$ cat src/rtl/sipo_rx.sv
// sipo_rx: LSB-first serial-to-parallel receiver with a one-word holding
// buffer on a valid/ready output and sticky overrun / framing error flags.
//
// Output handshake: a word is offered while dout_valid=1; dout and
// dout_valid do not change until an edge that samples dout_ready=1, and
// that edge is the transfer. dout_ready while dout_valid=0 is ignored.
//
// state_dbg exposes the FSM state: 0 = HUNT (discarding), 1 = SHIFT.
module sipo_rx #(
   parameter int WIDTH     = 4,
   parameter bit SYNC_MODE = 1'b0
) (
   input  logic             clk,
   input  logic             rst,
   input  logic             si,
   input  logic             si_valid,
   input  logic             frame_start,
   output logic [WIDTH-1:0] dout,
   output logic             dout_valid,
   input  logic             dout_ready,
   output logic             busy,
   output logic             overrun,
   output logic             frame_err,
   input  logic             clr_err,
   output logic             state_dbg
);

   localparam int CW = $clog2(WIDTH);
   localparam logic [CW-1:0] CNT_LAST = CW'(WIDTH - 1);
   localparam logic [CW-1:0] CNT_ONE  = CW'(1);

   typedef enum logic {
      HUNT  = 1'b0,
      SHIFT = 1'b1
   } state_t;

   localparam state_t RST_STATE = SYNC_MODE ? HUNT : SHIFT;

   state_t           state_q, state_d;
   logic [WIDTH-1:0] sr_q, sr_d;
   logic [CW-1:0]    cnt_q, cnt_d;
   logic [WIDTH-1:0] dout_q, dout_d;
   logic             dout_valid_q, dout_valid_d;
   logic             overrun_q, overrun_d;
   logic             frame_err_q, frame_err_d;

   logic [WIDTH-1:0] word;
   logic             take_bit;
   logic             realign;
   logic             complete;
   logic             frame_err_set;
   logic             overrun_set;

   // FSM state register
   always_ff @(posedge clk or posedge rst) begin
      if (rst) state_q <= RST_STATE;
      else     state_q <= state_d;
   end

   // FSM next state: a framed bit leaves HUNT; SHIFT is only left by reset
   always_comb begin
      state_d = state_q;
      if (state_q == HUNT && si_valid && frame_start) state_d = SHIFT;
   end

   // FSM outputs, decoded from registers only
   always_comb begin
      busy      = (state_q == SHIFT) && (cnt_q != '0);
      state_dbg = state_q;
   end

   // Bit assembly, word completion, handshake and error flag next values
   always_comb begin
      word          = {si, sr_q[WIDTH-1:1]};
      realign       = si_valid && frame_start;
      take_bit      = si_valid && ((state_q == SHIFT) || frame_start);
      complete      = si_valid && !frame_start && (state_q == SHIFT) && (cnt_q == CNT_LAST);
      frame_err_set = realign && (state_q == SHIFT) && (cnt_q != '0);

      sr_d         = sr_q;
      cnt_d        = cnt_q;
      dout_d       = dout_q;
      dout_valid_d = dout_valid_q;
      overrun_set  = 1'b0;

      // A framed bit always restarts the count at 1; stale bits of an
      // abandoned partial word are pushed out by the next WIDTH-1 shifts.
      if (take_bit) begin
         sr_d = word;
         if (realign)       cnt_d = CNT_ONE;
         else if (complete) cnt_d = '0;
         else               cnt_d = cnt_q + 1'b1;
      end

      if (complete) begin
         if (!dout_valid_q || dout_ready) begin
            dout_d       = word;
            dout_valid_d = 1'b1;
         end else begin
            overrun_set = 1'b1;
         end
      end else if (dout_valid_q && dout_ready) begin
         dout_valid_d = 1'b0;
      end

      // A set in the same cycle as clr_err takes priority
      overrun_d   = (overrun_q   && !clr_err) || overrun_set;
      frame_err_d = (frame_err_q && !clr_err) || frame_err_set;
   end

   // Datapath and flag registers
   always_ff @(posedge clk or posedge rst) begin
      if (rst) begin
         sr_q         <= '0;
         cnt_q        <= '0;
         dout_q       <= '0;
         dout_valid_q <= 1'b0;
         overrun_q    <= 1'b0;
         frame_err_q  <= 1'b0;
      end else begin
         sr_q         <= sr_d;
         cnt_q        <= cnt_d;
         dout_q       <= dout_d;
         dout_valid_q <= dout_valid_d;
         overrun_q    <= overrun_d;
         frame_err_q  <= frame_err_d;
      end
   end

   assign dout       = dout_q;
   assign dout_valid = dout_valid_q;
   assign overrun    = overrun_q;
   assign frame_err  = frame_err_q;

endmodule
$ cat config.mk
export PLATFORM = sky130hd
export DESIGN_NAME = sipo_rx
export DESIGN_NICKNAME = d
export VERILOG_FILES = /design/src/rtl/sipo_rx.sv
export SDC_FILE = /design/constraint.sdc
export NUM_CORES = 1
export LEC_CHECK = 0
export ABC_AREA = 1
export BUFFER_PORTS_ARGS = -buffer_cell sky130_fd_sc_hd__buf_2
export CAP_MARGIN = 20
export CORE_UTILIZATION = 42
export DETAILED_ROUTE_END_ITERATION = 8
export GPL_TIMING_DRIVEN = 0
export PLACE_DENSITY = 0.69
export SYNTH_ARGS = -nofsm -noshare
export SYNTH_HDL_FRONTEND = slang
export SYNTH_SLANG_ARGS = --single-unit
$ cat constraint.sdc
create_clock -name clk -period 0.9 [get_ports clk]
set_input_delay 0.09 -clock clk [delete_from_list [all_inputs] [get_ports clk]]
set_output_delay 0.09 -clock clk [all_outputs]
set_load 0.02 [all_outputs]
==> summary.md <==
| Metric | Value |
|---|---|
| Worst path cell trace | `inv_2, ha_4, inv_2, buf_6` |
| Largest net degree at the start of global routing | `13` |
| Post-DRT Antenna Nets | `0` |
| Critical-path maximum fanout | `2` |
| Syn Area/Cell | `9.49 um^2` |
| Failing checks | `setup timing` |
| Cells after Synth | `58` |
| Clock power share | `0.224` |
| Cell Area, Synth | `~550 um^2` |
| Die height | `38.2 um` |
| Residual DRC | `0` |
| Top delay family on crit path | `flip-flops` |
| Vias in the first global route | `436` |
| Share of layout cells above drive strength 1 | `0.517` |
| Vias | `465` |
| HP Start | `si` |
| Outcome | `complete, but fails checks` |
| Number of max-cap violations | `0` |
| Register Area | `300 um^2` |
| Peak VDD IR | `1.35 mV` |
| Yosys warnings | `0` |
| Fin. Hold Viols | `0` |
| Avg Vias per Cell | `roughly 4.6` |
| Syn nets | `67` |
| Final nets | `97` |
| Iter 0 DRT Violations | `3` |
| Flops & latches, synth | `12` |
| Root Buffer | `clkbuf_4` |
| Congestion Overflow GR | `0` |
| Data required, critical path | `0.81 ns` |
| Drt pass-1 iters | `4` |
| Pwr Density | `around 2200 nW/um^2` |
| Core area | `1160 um^2` |
| Distinct cells, synth | `15` |
| Critical path startpoint | `cnt_q[0]` |
| Reg power frac | `0.385` |
| Overall routed net length | `1120 um` |
| Most common cell after layout, fill and taps aside | `nand2_1` |
| Fillers | `between 80 and 90` |
| Commonest non-fill, non-tap cells in the layout | `nand2_1 (15), dfrtp_1 (12), buf_4 (11), buf_6 (8), buf_2 (6)` |
| CTS tree | `yes` |
| Die Width | `38.2 um` |
| Hpwl dp | `about 740 um` |
| Cell Rows | `12` |
| Setup tns final | `-0.951 ns` |
| Longest Clk Path Bufs | `2` |
| Antenna diodes | `0` |
| Port Buffers | `14` |
| Setup WS post-layout | `-0.210 ns` |
| Hold Crit Class | `in -> reg` |
| Maximum clock frequency | `0.901 GHz` |
| Leak | `0.468 nW` |
| CP Buf/Inv Count | `3` |
| Post-synthesis sequential area ratio | `0.545` |
| Endpoints failing setup | `11` |
| Multi-input gate area | `between 200 and 300 um^2` |
| Post-layout util | `0.746` |
| Crit Path Category | `reg -> out` |
| Internal power | `1.30 mW` |
| Htree depth | `1` |
| Worst-Skew Late Latency | `between 0.2 and 0.3 ns` |
| Num ports | `16` |
| NetSw | `~0.63 mW` |
| Sink Count | `12` |
| Pins Over Slew Limit | `0` |
| Combinational power share | `0.391` |
| Minimum clock period | `1.11 ns` |
| Die area | `1460 um^2` |
| Initial antenna violation count | `0` |
| CP max-delay cell | `dfrtp_1` |
| Cell repeated most along the worst path | `inv_2` |
| Worst path arrival time | `1.02 ns` |
| Clock Skew | `0.00227 ns` |
| RSZ-0062 raised after global routing | `yes` |
| Area Growth Syn to Fin | `56.6%` |
| CTS Buf Count | `3` |
| Setup slack, reg-to-reg | `-0.13 ns` |
| Crit path launch type | `flip-flop` |
| Worst R2R Start | `cnt_q[1]` |
| Sw frac | `0.327` |
| Detailed-route wire length per cell | `11.1 um` |
| Fin crit share | `1.23` |
| Gpl congestion | `0.672` |
| Reg clk slew, reported paths | `0.08 ns` |
| First-pass GRT wire length | `between 1500 and 2000 um` |
| Global-route usage over all layers | `0.190` |
| DP Worst Slack | `-0.0695 ns` |
| Slowest Stage Delay on Critical Path | `~0.40 ns` |
| Crit path capture type | `output port` |
| Initial core utilization | `0.476` |
## layer usage
metal  part of all wire  track usage  wire length, um  vias to the layer above
met1               0.42        0.208              471                      211
met3              0.039       0.0523               44                        2
met4             0.0098       0.0804               11                        0
met5                  0            0                0                        -
li1                   -            -                -                      238
met2               0.53        0.339              595                       14
## synth_stat cells
| library cell | count | area, um^2 |
|---|---|---|
| buf_4 | 1 | 7.51 |
| inv_1 | 8 | 30.0 |
| ha_1 | 2 | 25.0 |
| dfrtp_1 | 12 | 300 |
| nand2_2 | 1 | 6.26 |
| nor2_8 | 1 | 20.0 |
| nand3_1 | 1 | 5.00 |
| o21ai_0 | 3 | 15.0 |
| conb_1 | 1 | 3.75 |
| nand3_4 | 1 | 17.5 |
| inv_2 | 1 | 3.75 |
| nand2_1 | 20 | 75.1 |
| a22oi_1 | 1 | 7.51 |
| o21ai_2 | 1 | 8.76 |
| nand4_1 | 4 | 25.0 |
## layout make-up
type | count | share of cell area
buffer | 1 | 0.00871
clock buffer | 4 | 0.0421
inverter | 9 | 0.0392
multi-input combinational | 36 | 0.303
sequential | 12 | 0.348
tap | 14 | 0.0203
timing repair buffer | 25 | 0.238
## path summary, 6_finish.rpt
path                             end  cells after the start
max                             busy                      4
min                          sr_q[3]                      3
max reg2reg                 cnt_q[0]                      5
min reg2reg                  sr_q[1]                      2
max in group asynchronous  frame_err                      3
min in group asynchronous    dout[1]                      3
## logic make-up (layout without fill, tap and decap cells)
logic type	count (synthesis)	count (layout)	share of synthesized area
adder cells (fa/ha/maj)	2	2	0.0454
other	1	1	0.00681
AO/OA/AOI/OAI	5	5	0.0568
flip-flops	12	12	0.545
buffers and inverters	10	39	0.0750
AND/OR/NAND/NOR	28	28	0.270
## power groups by stage
stage / registers, mW / clock network (mW) / logic (mW)
finish: 0.745 / 0.434 / 0.756
global route: 0.756 / 0.464 / 0.815
CTS: 0.729 / 0.440 / 0.665
detailed placement: 0.731 / 0 / 0.448
global placement: 0.720 / 0 / 0.439
floorplan: 0.835 / 0 / 0.187
## per-stage QoR
stage	power, mW	hold WS [ns]	instances	cell area (um^2)
after floorplan	1.02	-0.0453	58	561
after global placement	1.16	0.119	86	648
after detailed placement	1.18	0.124	86	648
after CTS	1.83	0.0627	100	815
after global routing	2.03	0.0755	101	862
final	1.94	0.0579	101	862
## worst min-delay path, stage by stage
cell and delay [ns]:
buf_2 0.09, nand2_1 0.04, o21ai_0 0.07
## what timing repair did
| action | 4_1_cts | 5_1_grt |
|---|---|---|
| endpoints found under the setup margin | 12 | 17 |
| hold endpoints to repair | 12 | 0 |
| buffers inserted | 9 | 1 |
| resized for setup | 15 | 13 |
| pin swaps | 3 | 3 |
| hold buffers | 1 | 0 |
## flip-flops by register name, indices dropped and copies added, names as in the netlist
register    flops
dout            4
sr_q            3
cnt_q           2
dout_valid      1
frame_err       1
overrun         1
Power figures use the tool's default switching activity.
